<file path="src/rtl/fir_interp.sv">
// rtl/fir_interp.sv - polyphase interpolating FIR between FIFOs; optional clipping via FIR_INTERP_SATURATE_EN
package radio_const_pkg;
  localparam logic signed [15:0] TEST_COEFFS [32] = '{
    16'sd0,   -16'sd4,  -16'sd8,  -16'sd6,  16'sd6,   16'sd20,  16'sd24,  16'sd4,
    -16'sd34, -16'sd60, -16'sd40, 16'sd34,  16'sd140, 16'sd232, 16'sd296, 16'sd320,
    16'sd320, 16'sd296, 16'sd232, 16'sd140, 16'sd34,  -16'sd40, -16'sd60, -16'sd34,
    16'sd4,   16'sd24,  16'sd20,  16'sd6,   -16'sd6,  -16'sd8,  -16'sd4,  16'sd0
  };
endpackage

module fir_interp #(
  parameter int INTERP          = 2,
  parameter int FIFO_DATA_WIDTH = 16,
  parameter int NUM_TAPS        = 32,
  parameter int COEFF_WIDTH     = 16,
  parameter int QUANT_BITS      = 10,
  parameter logic signed [COEFF_WIDTH-1:0] COEFFS [NUM_TAPS] = radio_const_pkg::TEST_COEFFS
) (
  input  logic                       clk,
  input  logic                       rst,
  input  logic [FIFO_DATA_WIDTH-1:0] in_dout,
  input  logic                       in_empty,
  output logic                       in_rd_en,
  output logic [FIFO_DATA_WIDTH-1:0] out_din,
  input  logic                       out_full,
  output logic                       out_wr_en
);
  localparam int W   = FIFO_DATA_WIDTH;
  localparam int CW  = COEFF_WIDTH;
  localparam int TPP = NUM_TAPS / INTERP;
  localparam int AW  = W + CW + ((TPP > 1) ? $clog2(TPP) : 1);
  localparam int KW  = (TPP > 1) ? $clog2(TPP) : 1;
  localparam int PW  = $clog2(INTERP);
  localparam int IW  = (NUM_TAPS > 1) ? $clog2(NUM_TAPS) : 1;

  localparam logic [1:0] S_IDLE  = 2'd0;
  localparam logic [1:0] S_LOAD  = 2'd1;
  localparam logic [1:0] S_MAC   = 2'd2;
  localparam logic [1:0] S_WRITE = 2'd3;

  localparam logic [KW-1:0] K_LAST = KW'(TPP - 1);
  localparam logic [PW-1:0] P_LAST = PW'(INTERP - 1);

  logic [1:0]              state;
  logic [KW-1:0]           k;
  logic [PW-1:0]           phase;
  logic signed [AW-1:0]    acc;
  logic signed [W-1:0]     x [TPP];
  logic                    rst_q;
  logic                    pop;
  logic                    wr_fire;
  logic [IW-1:0]           cidx;
  logic signed [CW-1:0]    coef_sel;
  logic signed [W-1:0]     x_sel;
  logic signed [W+CW-1:0]  prod;
  logic [W-1:0]            result;

  // Pops are held off during reset and the cycle after it; writes only when downstream has room.
  assign pop       = (state == S_IDLE) && !in_empty && !rst && !rst_q;
  assign wr_fire   = (state == S_WRITE) && !out_full && !rst;
  assign in_rd_en  = pop;
  assign out_wr_en = wr_fire;
  assign out_din   = ((state == S_WRITE) && !rst) ? result : '0;

  // Tap selection for the current polyphase branch and the single shared product.
  always_comb begin
    cidx     = IW'(int'(k) * INTERP + int'(phase));
    coef_sel = COEFFS[cidx];
    x_sel    = x[k];
    prod     = x_sel * coef_sel;
  end

`ifdef FIR_INTERP_SATURATE_EN
  localparam logic signed [AW-1:0] SAT_MAX = {{(AW-W+1){1'b0}}, {(W-1){1'b1}}};
  localparam logic signed [AW-1:0] SAT_MIN = {{(AW-W+1){1'b1}}, {(W-1){1'b0}}};
  logic signed [AW-1:0] shifted;

  // Floor-shift the accumulator, then clip into the output sample range.
  always_comb begin
    shifted = acc >>> QUANT_BITS;
    if (shifted > SAT_MAX)      result = SAT_MAX[W-1:0];
    else if (shifted < SAT_MIN) result = SAT_MIN[W-1:0];
    else                        result = shifted[W-1:0];
  end
`else
  // Floor-shift the accumulator and keep the low W bits (two's-complement wrap).
  always_comb begin
    result = acc[QUANT_BITS +: W];
  end
`endif

  // Control FSM, delay line and accumulator; reset abandons any sample in flight and clears history.
  always_ff @(posedge clk) begin
    rst_q <= rst;
    if (rst) begin
      state <= S_IDLE;
      k     <= '0;
      phase <= '0;
      acc   <= '0;
      for (int i = 0; i < TPP; i++) x[i] <= '0;
    end else begin
      case (state)
        S_IDLE: begin
          if (pop) begin
            x[0] <= $signed(in_dout);
            for (int i = 1; i < TPP; i++) x[i] <= x[i-1];
            state <= S_LOAD;
          end
        end
        S_LOAD: begin
          acc   <= '0;
          k     <= '0;
          phase <= '0;
          state <= S_MAC;
        end
        S_MAC: begin
          acc <= acc + AW'(prod);
          k   <= k + KW'(1);
          if (k == K_LAST) state <= S_WRITE;
        end
        default: begin
          if (wr_fire) begin
            if (phase != P_LAST) begin
              phase <= phase + PW'(1);
              acc   <= '0;
              k     <= '0;
              state <= S_MAC;
            end else begin
              state <= S_IDLE;
            end
          end
        end
      endcase
    end
  end
endmodule
</file>
<file path="config.mk">
export PLATFORM = sky130hd
export DESIGN_NAME = fir_interp
export DESIGN_NICKNAME = d
export VERILOG_FILES = /design/src/rtl/fir_interp.sv
export SDC_FILE = /design/constraint.sdc
export NUM_CORES = 1
export LEC_CHECK = 0
export ABC_AREA = 1
export BUFFER_PORTS_ARGS = -buffer_cell sky130_fd_sc_hd__buf_2
export CORE_UTILIZATION = 65
export CTS_CLUSTER_SIZE = 25
export DETAILED_ROUTE_END_ITERATION = 8
export PLACE_DENSITY = 0.82
export SETUP_SLACK_MARGIN = 0.05
export SYNTH_ARGS = -nofsm -noshare
export SYNTH_HDL_FRONTEND = slang
export SYNTH_SLANG_ARGS = --single-unit
</file>
<file path="constraint.sdc">
create_clock -name clk -period 9.6 [get_ports clk]
set_input_delay 0.96 -clock clk [delete_from_list [all_inputs] [get_ports clk]]
set_output_delay 0.96 -clock clk [all_outputs]
set_load 0.02 [all_outputs]
</file>
After elaboration in Yosys (flattened, before gate mapping):

Memory sizes are Yosys's and may differ from the RTL's. A register that Yosys moved wholly into a read port is not among the register bits.
Cells that the tools add are included.
Widths: inputs -> output; s select.

* register bits: 44
* memory bits (writable): 256
* memory bits (read-only): 512
* input bits: 20
* output and inout bits: 18
* word-level logic and storage cells: 98
* memories: 2

* add/sub/neg operators: 4
* multiply operators: 1
* $lt $le $gt $ge: 1
* equal/unequal tests: 7
* muxes and demuxes: 41
* bitwise logic cells: 19
* reduce and logical (&&, ||, !) cells: 18

Memories
* (name not given): words 32, width 16, rd ports 1, clocked after memory_dff 0, write ports 0, line 68 `coef_sel = COEFFS[cidx];`
* x: words 16, width 16, rd ports 16, clocked after memory_dff 1, write ports 16, line 48 `logic signed [W-1:0] x [TPP];`

Operators with widths (count)
* $mux 16: 19
* $pmux 36 s3: 1
* $mux 36: 2
* $add 36x32->36: 1
* $mul 16x16->32: 1
* $mux 4: 4
* $or 1x1->1: 16
* $pmux 4 s3: 1
* $mux 1: 8
* $mux 2: 4
* $ge 6x6->1 const B: 1
* $logic_and 1x1->1: 6
* $not 5->6: 1
* $pmux 2 s3: 1
* $reduce_and 3->1: 2
* $add 5x1->5: 1
* $add 4x1->4 const B: 1
* $eq 2x2->1 const B: 2
* $eq 4x4->1 const B: 1
* $logic_not 1->1: 4
* $ne 2x2->1 const B: 2
* $reduce_bool 4->1: 1
* $ne 3x1->1 const B: 1
* $reduce_bool 3->1: 1
* 8 further kinds: 9

Logic depth before layout (Yosys ltp):

* depth in word-level cells: 9
* gate-level depth with buffers: 39
* mapped depth without buffers: 36

Worst setup path before layout:

OpenSTA, ideal clock, no wires.

* path type: input-to-reg
* start point: input rst
* end point: memory x[0][0] (netlist name), enable pin
* setup time: 0.627 ns
* arrival time: 7.942 ns
* data required time: 8.973 ns
* path slack: 1.030 ns
* cell stages on the path: 6
* buffers on the path: 3
* cells stage by stage: buf_2 -> nor4_1 -> inv_2 -> clkbuf_1 -> clkbuf_1 -> nand2_1

RTL lines
* from (decl): line 20 `input logic rst,`
* to (decl): line 48

==> impl_metrics.yaml <==
worst_setup_path:
  cp.arrival_ps: 8600
  cpPeakStageDelay_ps: 800
  crit_path_start_kind: "flip-flop"
  endpoint_kind: "flip-flop"
  ff2ff_setup_slack_ps: 1460
  cpMostUsedCell: "inv_1"
  required_ps: 10050
  critPathKind: "flip-flop to flip-flop"
  path_max_fanout: 92
  rr_endpoint: "acc[25]"
  ff2ff_path_depth: 33
  cp_slowest_cell: "dfxtp_4"
die:
  core_um2: 32800
  io_pins: 38
  die_w_um: 185
  start_util: 0.667
  num_rows: 66
  die_area_um2: 34400
  die_y_um: 185
timing:
  grt_setup_unrepaired: "no"
  final-hold-violation-count: 0
  fin_crit_ps: 8140
  setup_ws_ps: 1460
  worst_pin_slew_ps: 1200
  tns_ps: 0
  setup_viol: 0
  fin_crit_sh: 0.848
  fin_skew_ps: 16.1
  max_freq_mhz: 123
  slew_viol_final: 0
  max_slew_margin: 0.202
logic_synthesis:
  postSynthCellCount: 2503
  synth_fp_nets: 2825
  synthFlopType: "edfxtp_1"
  yosysSeqAreaShare: 0.385
  ys_top_cells_by_area: "edfxtp_1, fa_1, inv_1, nor2_1, ha_1"
  synth-seq-cells: 293
  synth_top_area_frac: 0.352
  synth.cell_area_um2: 21900
  synth_edf_count: 256
  synth_top_area_cell: "edfxtp_1"
  async_reset_ff_frac: 0
  syn_area_per_cell_um2: 8.74
  yosysWarnings: 0
  yosysUniqueCellTypes: 42
cells_and_area:
  drive_above_1_share: 0.0522
  areaGrowthSynthToFinish_pct: 6.17
  layout_commonest_cell: "inv_1"
  fillers: 2500
  fin_nets: 2811
  mostFrequentLayoutCells: "inv_1, nor2_1, edfxtp_1, nand2_1, fa_1"
  num_antenna_cells: 0
clock_tree:
  cts_buffer_depth: 3
  cts_resized: 0
  cts_tree: "yes"
  cts.clk_slew.worst_paths_ps: 60
  ctsHoldBuffers: 0
  cts_root_buf: "clkbuf_16"
  cts_sinks: 293
  htreeDepth: 1
  clock_latency_ps: 590
  cts_buffers: 30
  cts_setup_buffers: 0
placement:
  io_buffers: 37
  gp_congestion: 0.965
  dp_hpwl_um: 34700
  pre_cts_slack_ps: 1670
power:
  swShare: 0.359
  p_per_area_nw_per_um2: 174
  seqPwrFrac: 0.395
  switching_power_w: 0.00145
  p_int_w: 0.00259
  peakVddDrop_v: 0.000153
  pwr-share-comb: 0.326
  p_clk_frac: 0.279
  p_leak_nw: 10.7
routing:
  vias: 16400
  drc: 0
  drt_iter0_drc: 1696
  wl_per_cell_um: 16.8
  routed_wl_um: 49600
  via_per_inst: 5.54
  dr.pass1.iters: 6
  antenna_left: 0
min_path:
  holdPathStages: 2
  hold_start: "acc[3]"
  hold_class: "flip-flop to flip-flop"
  worstHoldEndpoint: "acc[3]"
global_route:
  grt_pass1_vias: 16300
  overflow: 0
  grt_max_degree: 202
  antenna_found_initial: 0
  grt_pass1_wl_um: 81300
  grt_usage: 0.304
flow_run:
  cap_violations: 0
status:
  status: "completed"
[Yosys cell counts (2+ instances only)]
cell and count:
o31ai_1 2, nor3_1 4, buf_4 2, a21o_1 4, a21oi_1 165, o211ai_1 16
inv_2 15, nand2_2 7, nand3_1 141, nor2_1 408, inv_4 2, or2_2 6
fa_1 203, buf_2 30, dfxtp_1 37, a211oi_1 7, edfxtp_1 256, o21ai_1 11
xnor2_1 9, buf_1 11, xor2_1 7, buf_6 7, o21bai_1 4, ha_1 99
nand4_1 3, o21ai_0 129, nor4_1 2, nor2_2 3, clkbuf_1 49, nand2_1 240
inv_1 613
[state kept, by name, indices dropped and copies added (netlist names), named ones only]
register  cells
acc          25
rst_q         1
x           256
k             4
phase         1
state         2
[power groups by stage]
| stage | clock network [W] | logic (W) | registers, W |
|---|---|---|---|
| after CTS | 0.00114 | 0.00131 | 0.00160 |
| after detailed placement | 0 | 0.00130 | 0.00162 |
| after floorplan | 0 | 0.00101 | 0.00161 |
| final | 0.00113 | 0.00132 | 0.00160 |
| after global routing | 0.00118 | 0.00151 | 0.00161 |
| after global placement | 0 | 0.00126 | 0.00162 |
[metrics by stage]
stage	total power [W]	util	hold WS (ps)	std cells	area, µm²
floorplan	0.00262	-	444	2503	21900
global placement	0.00287	0.680	454	2899	22300
detailed placement	0.00292	0.680	463	2899	22300
CTS	0.00405	0.708	474	2953	23200
global route	0.00430	0.708	494	2953	23200
finish	0.00405	0.708	477	2953	23200
[how the worst max path moves through the flow]
| stage | endpoint | from |
|---|---|---|
| finish | acc[25] | flip-flop |
| global route | acc[25] | flip-flop |
| CTS | acc[25] | flip-flop |
| detailed placement | acc[25] | flip-flop |
| global placement | acc[25] | flip-flop |
| floorplan | x[0][0] | rst |
[layout make-up]
type                       count  area, µm²  area share
clock buffer                  41        792      0.0341
clock inverter                13        138     0.00593
inverter                     631       2380       0.102
multi-input combinational   1480      10600       0.457
sequential                   293       8430       0.363
tap                          442        553      0.0238
timing repair buffer          53        320      0.0138
[routing by layer]
metal	GRT usage	share of wire	wire [µm]	vias up
met3	0.0486	0.081	4030	97
met4	0.0850	0.027	1330	0
met1	0.420	0.41	20500	7927
li1	-	-	-	7689
met5	0	0	0	-
met2	0.502	0.48	23800	658
[cells by family (layout without fill, tap and decap cells)]
| family | count (synthesis) | count (layout) | synth area share |
|---|---|---|---|
| compound gates | 344 | 344 | 0.0836 |
| simple gates | 818 | 818 | 0.152 |
| buf+inv | 730 | 738 | 0.130 |
| fa+ha+maj | 302 | 302 | 0.242 |
| xor+xnor | 16 | 16 | 0.00641 |
| flops | 293 | 293 | 0.385 |
[worst max-delay path, delay by kind of cell (launching register included)]
kind            cells  cell delay [ps]
buf+inv            11             1580
flops               1              800
simple gates       10             1410
fa+ha+maj           7             3290
compound gates      5              800
(Power assumes the default switching activity.)
